--- src/rtl/spi_byte_sequencer.sv ---
// Byte sequencer between a streaming byte interface and a single-byte SPI driver.
// TX bytes are queued, handed to the driver one at a time, and received bytes are queued for readout.

module byte_fifo #(
  parameter int DEPTH = 4
) (
  input  logic       clk,
  input  logic       rst,
  input  logic       push,
  input  logic [7:0] push_data,
  input  logic       pop,
  output logic [7:0] head,
  output logic       empty,
  output logic       full
);

  localparam int AW = (DEPTH > 1) ? $clog2(DEPTH) : 1;
  localparam int CW = AW + 1;
  localparam logic [CW-1:0] FULL_COUNT = CW'(DEPTH);

  logic [7:0]    mem [DEPTH];
  logic [AW-1:0] wr_ptr;
  logic [AW-1:0] rd_ptr;
  logic [CW-1:0] count;
  logic          push_ok;
  logic          pop_ok;

  assign empty   = (count == '0);
  assign full    = (count == FULL_COUNT);
  assign head    = mem[rd_ptr];
  assign pop_ok  = pop && !empty;
  // A pop in the same cycle frees the slot, so a full FIFO may still take a push.
  assign push_ok = push && (!full || pop_ok);

  always_ff @(posedge clk) begin
    if (push_ok) begin
      mem[wr_ptr] <= push_data;
    end
  end

  always_ff @(posedge clk) begin
    if (rst) begin
      wr_ptr <= '0;
      rd_ptr <= '0;
      count  <= '0;
    end else begin
      if (push_ok) begin
        wr_ptr <= wr_ptr + AW'(1);
      end
      if (pop_ok) begin
        rd_ptr <= rd_ptr + AW'(1);
      end
      case ({push_ok, pop_ok})
        2'b10:   count <= count + CW'(1);
        2'b01:   count <= count - CW'(1);
        default: count <= count;
      endcase
    end
  end

endmodule

module spi_byte_sequencer #(
  parameter int FIFO_DEPTH = 4,
  parameter int GAP_CYCLES = 2,
  parameter int TIMEOUT    = 255
) (
  input  logic       clk,
  input  logic       rst,
  input  logic       tx_valid,
  input  logic [7:0] tx_data,
  output logic       tx_ready,
  output logic       rx_valid,
  output logic [7:0] rx_data,
  input  logic       rx_ready,
  output logic [7:0] drv_data_in,
  output logic       drv_start,
  input  logic       drv_en,
  input  logic [7:0] drv_data_out,
  output logic       busy,
  output logic       rx_overflow,
  output logic       timeout_err
);

  localparam int GAP_LEN = (GAP_CYCLES < 1) ? 1 : GAP_CYCLES;
  localparam logic [7:0] GAP_LAST = 8'(GAP_LEN - 1);
  localparam logic [7:0] TO_LAST  = 8'(TIMEOUT - 1);

  typedef enum logic [2:0] {
    IDLE,
    LOAD,
    WAIT_EN,
    WAIT_DONE,
    CAPTURE,
    GAP
  } state_t;

  state_t     state;
  state_t     state_next;
  logic [7:0] timer;
  logic [7:0] gap_cnt;

  logic       tx_push;
  logic       tx_pop;
  logic [7:0] tx_head;
  logic       tx_empty;
  logic       tx_full;

  logic       rx_push;
  logic       rx_pop;
  logic [7:0] rx_head;
  logic       rx_empty;
  logic       rx_full;

  logic       timeout_hit;
  logic       overflow_hit;
  logic       start_next;

  byte_fifo #(.DEPTH(FIFO_DEPTH)) u_tx_fifo (
    .clk       (clk),
    .rst       (rst),
    .push      (tx_push),
    .push_data (tx_data),
    .pop       (tx_pop),
    .head      (tx_head),
    .empty     (tx_empty),
    .full      (tx_full)
  );

  byte_fifo #(.DEPTH(FIFO_DEPTH)) u_rx_fifo (
    .clk       (clk),
    .rst       (rst),
    .push      (rx_push),
    .push_data (drv_data_out),
    .pop       (rx_pop),
    .head      (rx_head),
    .empty     (rx_empty),
    .full      (rx_full)
  );

  assign tx_ready = !tx_full;
  assign tx_push  = tx_valid && tx_ready;
  assign tx_pop   = (state == LOAD) && !tx_empty;

  assign rx_valid = !rx_empty;
  assign rx_data  = rx_valid ? rx_head : 8'h00;
  assign rx_pop   = rx_valid && rx_ready;

  assign busy = (state != IDLE) || !tx_empty;

  // The timer holds cycles already spent in the wait state minus one, so the
  // abort lands on the TIMEOUT-th cycle.
  assign timeout_hit = (timer == TO_LAST) &&
                       (((state == WAIT_EN) && !drv_en) ||
                        ((state == WAIT_DONE) && drv_en));

  assign overflow_hit = (state == CAPTURE) && rx_full && !rx_pop;

  always_comb begin
    rx_push    = 1'b0;
    state_next = state;
    case (state)
      IDLE: begin
        if (!tx_empty) begin
          state_next = LOAD;
        end
      end
      LOAD: begin
        state_next = tx_empty ? IDLE : WAIT_EN;
      end
      WAIT_EN: begin
        if (drv_en) begin
          state_next = WAIT_DONE;
        end else if (timeout_hit) begin
          state_next = GAP;
        end
      end
      WAIT_DONE: begin
        if (!drv_en) begin
          state_next = CAPTURE;
        end else if (timeout_hit) begin
          state_next = GAP;
        end
      end
      CAPTURE: begin
        rx_push    = 1'b1;
        state_next = GAP;
      end
      GAP: begin
        if (gap_cnt == GAP_LAST) begin
          state_next = tx_empty ? IDLE : LOAD;
        end
      end
      default: begin
        state_next = IDLE;
      end
    endcase
  end

  // drv_start is a flop decoded from the next state, so it cannot glitch.
  assign start_next = (state_next == WAIT_EN) || (state_next == WAIT_DONE);

  always_ff @(posedge clk) begin
    if (rst) begin
      state       <= IDLE;
      drv_start   <= 1'b0;
      drv_data_in <= 8'h00;
      timer       <= 8'h00;
      gap_cnt     <= 8'h00;
      rx_overflow <= 1'b0;
      timeout_err <= 1'b0;
    end else begin
      state     <= state_next;
      drv_start <= start_next;
      if (tx_pop) begin
        drv_data_in <= tx_head;
      end
      if ((state_next != state) && start_next) begin
        timer <= 8'h00;
      end else if (timer != 8'hFF) begin
        timer <= timer + 8'd1;
      end
      if ((state_next == GAP) && (state != GAP)) begin
        gap_cnt <= 8'h00;
      end else if (state == GAP) begin
        gap_cnt <= gap_cnt + 8'd1;
      end
      if (overflow_hit) begin
        rx_overflow <= 1'b1;
      end
      if (timeout_hit) begin
        timeout_err <= 1'b1;
      end
    end
  end

endmodule

--- config.mk ---
export PLATFORM = sky130hd
export DESIGN_NAME = spi_byte_sequencer
export DESIGN_NICKNAME = d
export VERILOG_FILES = /design/src/rtl/spi_byte_sequencer.sv
export SDC_FILE = /design/constraint.sdc
export NUM_CORES = 1
export LEC_CHECK = 0
export BUFFER_PORTS_ARGS = -buffer_cell sky130_fd_sc_hd__buf_2
export CAP_MARGIN = 20
export CORE_UTILIZATION = 50
export CTS_CLUSTER_SIZE = 10
export DETAILED_ROUTE_END_ITERATION = 12
export PLACE_DENSITY = 0.74
export RECOVER_POWER = 50
export SLEW_MARGIN = 20
export SYNTH_ARGS = -nofsm -noshare
export SYNTH_HDL_FRONTEND = slang
export SYNTH_SLANG_ARGS = --single-unit
--- constraint.sdc ---
create_clock -name clk -period 7.3 [get_ports clk]
set_clock_uncertainty 0.1 [all_clocks]
set_input_delay 0.365 -clock clk [delete_from_list [all_inputs] [get_ports clk]]
set_output_delay 0.365 -clock clk [all_outputs]
set_load 0.01 [all_outputs]
==> results of run 1 <==
-- synthesized netlist by cell type (2+ instances only) --
| library cell | n | area (um2) |
|---|---|---|
| a21oi_1 | 23 | 115.1 |
| and2_1 | 14 | 87.58 |
| nor2_1 | 27 | 101.4 |
| nand2_1 | 25 | 93.84 |
| mux4_2 | 16 | 360.4 |
| or3b_1 | 2 | 17.52 |
| nor3_2 | 2 | 20.02 |
| xor2_1 | 8 | 70.07 |
| nor4_1 | 5 | 31.28 |
| buf_2 | 6 | 30.03 |
| a211oi_2 | 11 | 137.6 |
| nor3_1 | 5 | 25.02 |
| clkbuf_1 | 9 | 33.78 |
| a21o_1 | 2 | 15.01 |
| ha_1 | 13 | 162.7 |
| dfxtp_1 | 46 | 920.9 |
| o21ba_2 | 2 | 20.02 |
| fa_1 | 2 | 40.04 |
| nand2b_1 | 3 | 18.77 |
| o21ai_0 | 4 | 20.02 |
| nand3_1 | 12 | 60.06 |
| inv_1 | 15 | 56.30 |
| o2111ai_1 | 2 | 17.52 |
| nand4_1 | 4 | 25.02 |
| edfxtp_1 | 64 | 1922 |
| a31oi_1 | 2 | 12.51 |
| xnor2_1 | 12 | 105.1 |
| or3_1 | 4 | 25.02 |
| and3_1 | 6 | 37.54 |
-- cell type report --
cell class                      instances  area (um2)  area share
Clock buffer                            9       123.9     0.02363
Clock inverter                          7       86.33     0.01647
Inverter                               16       60.06     0.01146
Multi-Input combinational cell        225        1792      0.3418
Sequential cell                       110        2843      0.5422
Tap cell                              129       161.4     0.03079
Timing Repair Buffer                   42       176.4     0.03365
-- through the flow --
step                hold WS, ns  instances
finish                   0.1474        538
CTS                     0.07985        538
detailed placement       0.3452        522
global route             0.1351        538
floorplan                0.3639        368
global placement         0.3391        522
-- metal layers --
| layer | wire, um | vias up |
|---|---|---|
| met5 | 0 | - |
| met4 | 101 | 0 |
| met3 | 307 | 6 |
| met2 | 3894 | 41 |
| met1 | 3554 | 1382 |
| li1 | - | 1419 |
-- critical path: stages, from the launching register on --
cell     delay, ns
dfxtp_1       0.60
nand3_2       0.27
inv_2         0.27
ha_1          0.23
inv_1         0.07
fa_1          0.37
xor2_1        0.15
or3_1         0.31
a21oi_1       0.15
-- report_power, final --
group / leakage, nW / switching [mW] / total, mW / internal, mW
clock: 0.108 / 0.233 / 0.375 / 0.143
combinational: 0.644 / 0.132 / 0.227 / 0.0948
sequential: 0.954 / 0.0472 / 0.746 / 0.699
total: 1.71 / 0.412 / 1.35 / 0.936
-- final timing paths --
| kind | depth (start not counted) | slack, ns | to | from |
|---|---|---|---|---|
| min | 1 | 0.15 | u_rx_fifo.mem[2][2] | drv_data_out[2] |
| max | 8 | 4.72 | u_tx_fifo.count[2] | state[0] |
| min reg2reg | 2 | 0.36 | drv_data_in[7] | drv_data_in[7] |
| max reg2reg | 8 | 4.72 | u_tx_fifo.count[2] | state[0] |
-- cells by family after synthesis --
group / after synthesis / share of synthesized area
AND/OR/NAND/NOR: 120 / 0.1339
multiplexers: 16 / 0.07549
adder cells (fa/ha/maj): 15 / 0.04247
XOR/XNOR: 20 / 0.03670
flip-flops: 110 / 0.5955
buffers and inverters: 33 / 0.02909
AO/OA/AOI/OAI: 54 / 0.08676
-- sequential cells by signal, summed over array words and instances, names as in the netlist, named ones only --
register / count
u_tx_fifo.rd_ptr: 2
u_rx_fifo.wr_ptr: 2
u_tx_fifo.mem: 32
timeout_err: 1
drv_data_in: 8
u_rx_fifo.rd_ptr: 2
u_rx_fifo.count: 3
rx_overflow: 1
gap_cnt: 8
timer: 8
drv_start: 1
u_tx_fifo.wr_ptr: 2
u_rx_fifo.mem: 32
state: 3
u_tx_fifo.count: 3
==> flow_summary.json, run 1 <==
{
  "crit_arrival_ns": 2.78,
  "io_pins": 43,
  "ctsHoldBuffers": 0,
  "status": "finished, final reports clean",
  "use_met3": 0.03725,
  "seq_area_frac_synth": 0.5955,
  "wl_mm": 7.857,
  "area_delta_synth_final_pct": 9.830,
  "firstDrtPassIters": 5,
  "die_width_um": 99.71,
  "p_total_mw": 1.348,
  "dp_slack_ns": 4.733,
  "nFillCells": 773,
  "period_needed_ns": 2.578,
  "grt_pass1_wl_mm": 13.21,
  "insertedDiodeCount": 0,
  "nNetsFinal": 440,
  "antenna_found_initial": 0,
  "gp_congestion": 0.7475,
  "synthFlopType": "edfxtp_1",
  "slew_headroom": 0.4991,
  "die-area_um2": 9941,
  "synth_seq_cells": 110,
  "syn_nets": 404,
  "power.density_nw_per_um2": 257.2,
  "grt_use_met1": 0.2223,
  "drt_iter0_markers": 162,
  "start_kind": "flip-flop",
  "max_freq_ghz": 0.3879,
  "drc": 0,
  "syn_avg_cell_area_um2": 12.97,
  "grt_usage": 0.1724,
  "crit_required_ns": 7.50,
  "initial_core_util": 0.5166,
  "gr-total-overflow": 0,
  "worstMarginPinSlew_ns": 0.7513,
  "ant_nets": 0,
  "cp-end-kind": "flip-flop",
  "ys_types": 51,
  "vias": 2848,
  "cts_tree": "yes",
  "hold_viol": 0,
  "core_um2": 9240,
  "final_common_cell": "edfxtp_1",
  "grt_max_degree": 39,
  "io_buffers": 42,
  "vias_per_cell": 5.294,
  "clkTransAtPathRegs_ns": 0.13,
  "synth_edf_count": 64,
  "grtUsageMet2": 0.2833,
  "dpl.hpwl_mm": 5.461,
  "fin_setup_tns_ns": 0,
  "cts_setup_buffers": 0,
  "cts_max_level": 3,
  "syn_inst": 368,
  "place_area_um2": 5066,
  "clock-sinks": 110,
  "post_cts_resize_count": 0,
  "routedWlPerCell_um": 14.60,
  "fp-row-count": 35,
  "ys_warn_count": 0,
  "final_cell_mix": "edfxtp_1 (64), dfxtp_1 (46), nor2_1 (27), clkbuf_1 (27), nand2_1 (25)",
  "cts_buffer_depth": 2,
  "worst_skew_pair.late_latency_ns": 0.36,
  "cts_buffers": 9,
  "path_class": "reg -> reg",
  "drv_slew": 0,
  "peakVddDrop_mv": 0.1548,
  "crit_fanout": 13,
  "fin_area_um2": 5243,
  "fin_crit_sh": 0.3531,
  "grt_pass1_vias": 2782,
  "timing.final.ws_setup_ns": 4.722,
  "min_path_type": "in -> reg",
  "cap_violations": 0,
  "finalSetupViolCount": 0,
  "grt_setup_unrepaired": "false",
  "top_usage_layer": "met2",
  "dieHeight_um": 99.71,
  "final_layout_size_suffix_gt1_frac": 0.1663,
  "syn-cell-area_um2": 4773,
  "cts_root_buf": "clkbuf_8",
  "finish.utilization": 0.5674,
  "async_flop_share": 0,
  "leakage_nw": 1.705
}
No activity file was read; power rests on OpenSTA's default activity.
==> run 2: changes to the inputs <==
- clock period: 7.3 -> 2.4 ns (I/O delays scaled with it)
==> run 2 against run 1 <==
  * Worst hold slack worse by 0.082 ns
  * Via count is 6.6% higher
  * Cell count is 6.1% higher
  * Cell area is 5.0% higher
  * Clock-buffer cell count stayed put
  * Power grew to 3.1 times the previous value
  * Wire length is 7.0% higher
  * First-iteration DRC count is 14% lower
  * Non-clock buffer count is 33 higher
==> flow_summary.json, run 2 (synthesis gave the netlist of run 1 again) <==
{
  "status": "finished, final reports clean",
  "worst_skew_pair.late_latency_ns": 0.36,
  "dieHeight_um": 99.71,
  "firstDrtPassIters": 4,
  "drv_slew": 0,
  "routedWlPerCell_um": 14.73,
  "die_width_um": 99.71,
  "nNetsFinal": 473,
  "final_cell_mix": "edfxtp_1 (64), dfxtp_1 (44), clkbuf_1 (31)",
  "path_delay_family": "simple AND/OR/NAND/NOR gates",
  "cts_tree": "yes",
  "power.density_nw_per_um2": 750.5,
  "hold_viol": 0,
  "grt_max_degree": 22,
  "dp_slack_ns": 0.02477,
  "cp_cell_sequence": "or3b_4, and2_4, inv_1, ha_2, inv_1, fa_2, xor2_1, or3_1, a21oi_1",
  "cts_root_buf": "clkbuf_8",
  "wl_mm": 8.408,
  "grt_usage": 0.1823,
  "p_clk_frac": 0.259,
  "cts_max_level": 3,
  "timing.final.ws_setup_ns": 0.1168,
  "crit_required_ns": 2.60,
  "fp-row-count": 35,
  "dpl.hpwl_mm": 5.697,
  "insertedDiodeCount": 0,
  "finalSetupViolCount": 0,
  "largestRegisters": "u_rx_fifo.mem: 32 flops, u_tx_fifo.mem: 32 flops",
  "clock-sinks": 110,
  "path_buf_inv": 2,
  "drt_iter0_markers": 140,
  "core_um2": 9240,
  "power.share.switching": 0.2993,
  "ant_nets": 0,
  "grt_setup_unrepaired": "false",
  "final_layout_size_suffix_gt1_frac": 0.1968,
  "fin_crit_sh": 0.9513,
  "cap_violations": 0,
  "reg2reg_from": "u_tx_fifo.count[0]",
  "area_delta_synth_final_pct": 15.33,
  "antenna_found_initial": 0,
  "leakage_nw": 1.837,
  "crit_fanout": 3,
  "slew_headroom": 0.6062,
  "slowest_stage": "or3b_4",
  "gp_congestion": 0.7612,
  "startpoint": "u_tx_fifo.count[0]",
  "io_buffers": 42,
  "clkTransAtPathRegs_ns": 0.11,
  "start_kind": "flip-flop",
  "cp-end-kind": "flip-flop",
  "min-delay-start": "rst",
  "vias_per_cell": 5.317,
  "path_class": "reg -> reg",
  "rrSetupSlack_ns": 0.12,
  "comb_power_share": 0.197,
  "io_pins": 43,
  "internal-power_mw": 2.895,
  "pwr-share-seq": 0.545,
  "crit_top_cell": "inv_1",
  "grt_pass1_wl_mm": 13.88,
  "period_needed_ns": 2.283,
  "grt_pass1_vias": 2968,
  "initial_core_util": 0.5166,
  "max_freq_ghz": 0.4380,
  "fin_setup_tns_ns": 0,
  "drc": 0,
  "vias": 3036,
  "cts_buffers": 9,
  "crit_arrival_ns": 2.48,
  "gr-total-overflow": 0,
  "min_path_type": "in -> reg",
  "worstMarginPinSlew_ns": 0.5899,
  "die-area_um2": 9941,
  "p_sw_mw": 1.237,
  "final_common_cell": "edfxtp_1",
  "slowest_delay_ns": 0.39,
  "peakVddDrop_mv": 0.4226,
  "cts_buffer_depth": 2
}
[run 2: metrics by stage]
step,total power [mW],hold slack [ns],cells,utilization,instance area [um2]
final,4.132,0.06490,571,0.5958,5505
after global routing,4.365,0.06758,571,0.5958,5505
after CTS,4.177,0.06099,571,0.6000,5544
after detailed placement,3.099,0.2362,539,0.5621,5194
after global placement,3.068,0.2312,539,0.5621,5194
after floorplan,2.858,0.1189,368,-,4775
[run 2: path summary, 6_finish.rpt]
check                       endpoint  cells after the start
setup reg to reg  u_tx_fifo.count[2]                      9
hold / removal           timeout_err                      2
setup / recovery  u_tx_fifo.count[2]                      9
hold reg to reg       drv_data_in[1]                      2
[run 2: layout make-up]
cell class / count / area, um2
fill: 744 / 3735
clock buffer: 9 / 123.9
tap: 129 / 161.4
timing repair buffer: 75 / 449.2
clock inverter: 7 / 63.81
sequential: 110 / 2845
inverter: 16 / 60.06
multi-input combinational: 225 / 1802
[run 2: what timing repair did]
| item | CTS | global route |
|---|---|---|
| endpoints found under the hold margin | 64 | 0 |
| endpoints found under the setup margin | 1 | 1 |
| resized for setup | 1 | 5 |
| hold buffers | 16 | 0 |
| pin swaps | 0 | 1 |
| setup buffers | 0 | 0 |
[run 2: routing by layer]
metal,share of wire,track usage
met1,0.44,0.2211
met2,0.52,0.3210
met3,0.032,0.03725
met4,0.0077,0.06674
met5,0,0
[run 2: power by group through the flow]
stage               clock [mW]  combinational, mW  sequential [mW]
floorplan                    0              0.612             2.25
global placement             0              0.785             2.28
detailed placement           0              0.808             2.29
CTS                       1.09              0.835             2.25
global route              1.18              0.908             2.27
finish                    1.07              0.812             2.25
==> run 3: changes to the inputs <==
- PLACE_DENSITY: 0.74 -> not set
- PLACE_DENSITY_LB_ADDON: not set -> 0.05
==> run 3 against run 2 <==
  * Die area unchanged
  * Core utilization increased by 0.11 points
  * First-iteration DRC count decreased by 30%
  * Largest power group unchanged
  * Critical path depth did not move
  * Via count down 2.9%
  * Sequential power is essentially flat
  * Critical path type unchanged
  * Fmax shrank 1.9%
==> flow_summary.json, run 3 (synthesis gave the netlist of run 1 again) <==
{
  "gp_congestion": 0.7777,
  "initial_core_util": 0.5166,
  "drt_iter0_markers": 98,
  "crit_end": "u_tx_fifo.count[2]",
  "die-area_um2": 9941,
  "io_buffers": 42,
  "nNetsFinal": 473,
  "slowest_stage": "or3b_4",
  "power.share.switching": 0.2977,
  "cp_cell_sequence": "or3b_4, and2_4, inv_2, ha_2, inv_1, fa_2, xor2_1, or3_1, a21oi_2",
  "worst_skew_pair.late_latency_ns": 0.36,
  "p_clk_frac": 0.255,
  "slew_headroom": 0.6165,
  "clock-sinks": 110,
  "vias_per_cell": 5.161,
  "crit_fanout": 3,
  "final_cell_mix": "edfxtp_1 (64), dfxtp_1 (45), clkbuf_1 (28)",
  "grt_max_degree": 23,
  "firstDrtPassIters": 4,
  "instances_no_fill": 571,
  "comb_power_share": 0.205,
  "status": "finished, final reports clean",
  "finish.utilization": 0.5969,
  "cts_buffer_depth": 2,
  "ant_nets": 0,
  "min_path_type": "in -> reg",
  "reg2reg_from": "u_tx_fifo.count[0]",
  "r2r-end": "u_tx_fifo.count[2]",
  "worstMarginPinSlew_ns": 0.5745,
  "clkTransAtPathRegs_ns": 0.11,
  "largestRegisters": "u_rx_fifo.mem: 32 flops, u_tx_fifo.mem: 32 flops",
  "grt_usage": 0.1774,
  "vias": 2947,
  "insertedDiodeCount": 0,
  "ff2ff_path_depth": 9,
  "grt_pass1_wl_mm": 13.57,
  "p_sw_mw": 1.230,
  "startpoint": "u_tx_fifo.count[0]",
  "routedWlPerCell_um": 14.53,
  "cts_root_buf": "clkbuf_8",
  "final_layout_size_suffix_gt1_frac": 0.2059,
  "pwr-share-seq": 0.541,
  "dpl.hpwl_mm": 5.663,
  "cap_violations": 0,
  "slowest_delay_ns": 0.40,
  "hold_viol": 0,
  "power.density_nw_per_um2": 749.1,
  "worst-path-stages": 9,
  "dieHeight_um": 99.71,
  "max_freq_ghz": 0.4295,
  "drv_slew": 0,
  "internal-power_mw": 2.902,
  "crit_required_ns": 2.60,
  "gr-total-overflow": 0,
  "die_width_um": 99.71,
  "path_delay_family": "simple AND/OR/NAND/NOR gates",
  "cts_buffers": 9,
  "crit_arrival_ns": 2.53,
  "path_buf_inv": 2,
  "cp-end-kind": "flip-flop",
  "leakage_nw": 1.846,
  "antenna_found_initial": 0,
  "period_needed_ns": 2.329,
  "nFillCells": 776,
  "fin_crit_sh": 0.9702,
  "peakVddDrop_mv": 0.3418,
  "cts_max_level": 3,
  "path_class": "reg -> reg",
  "grt_pass1_vias": 2792,
  "start_kind": "flip-flop",
  "cts_tree": "yes",
  "dp.cells": 538,
  "io_pins": 43,
  "core_um2": 9240,
  "final_common_cell": "edfxtp_1",
  "drc": 0,
  "fp-row-count": 35,
  "area_delta_synth_final_pct": 15.54,
  "finalSetupViolCount": 0,
  "rrSetupSlack_ns": 0.07,
  "wl_mm": 8.297
}
[run 3: area by class of cell]
cell class,count,area [um2],share of cell area
Timing Repair Buffer,75,464.2,0.08417
Tap cell,129,161.4,0.02927
Multi-Input combinational cell,225,1805,0.3274
Clock inverter,6,52.55,0.009528
Sequential cell,110,2844,0.5157
Clock buffer,10,127.6,0.02314
Inverter,16,60.06,0.01089
[run 3: power groups by stage]
stage                     combinational (mW)  sequential (mW)  clock, mW
after floorplan                        0.612             2.25          0
after global placement                 0.820             2.27          0
after detailed placement               0.825             2.28          0
after CTS                              0.849             2.23       1.08
after global routing                   0.943             2.26       1.16
final                                  0.845             2.23       1.05
[run 3: through the flow]
stage	setup WS (ns)	TNS, ns	area [um2]	power, mW	hold slack, ns
floorplan	0.001487	0	4775	2.858	0.1189
global placement	0.09688	0	5186	3.092	0.2332
detailed placement	0.04107	0	5186	3.103	0.2409
CTS	0.005029	0	5527	4.167	0.05717
global route	-0.02478	-0.02478	5515	4.356	0.05909
finish	0.07144	0	5515	4.132	0.06151
[run 3: metal layers]
| metal | vias up | part of all wire | GRT usage |
|---|---|---|---|
| li1 | 1494 | - | - |
| met3 | 6 | 0.026 | 0.03303 |
| met4 | 0 | 0.0089 | 0.06109 |
| met5 | - | 0 | 0 |
| met1 | 1397 | 0.47 | 0.2348 |
| met2 | 50 | 0.50 | 0.2944 |
[run 3: what timing repair did]
| item | CTS | global route |
|---|---|---|
| buffers inserted | 0 | 1 |
| endpoints found under the setup margin | 0 | 1 |
| hold buffers | 16 | 0 |
| gates resized for setup | 0 | 7 |
| endpoints found under the hold margin | 64 | 0 |
[run 3: worst min path at each step]
stage	from	to	slack (ns)	cells past startpoint
2_1_floorplan	drv_data_out[0]	u_rx_fifo.mem[0][0]	0.12	0
3_3_place_gp	tx_data[1]	u_tx_fifo.mem[2][1]	0.23	1
3_5_place_dp	drv_data_out[2]	u_rx_fifo.mem[0][2]	0.24	1
4_1_cts	rst	timeout_err	0.06	2
5_1_grt	rst	timeout_err	0.06	2
6_report	rst	timeout_err	0.06	2
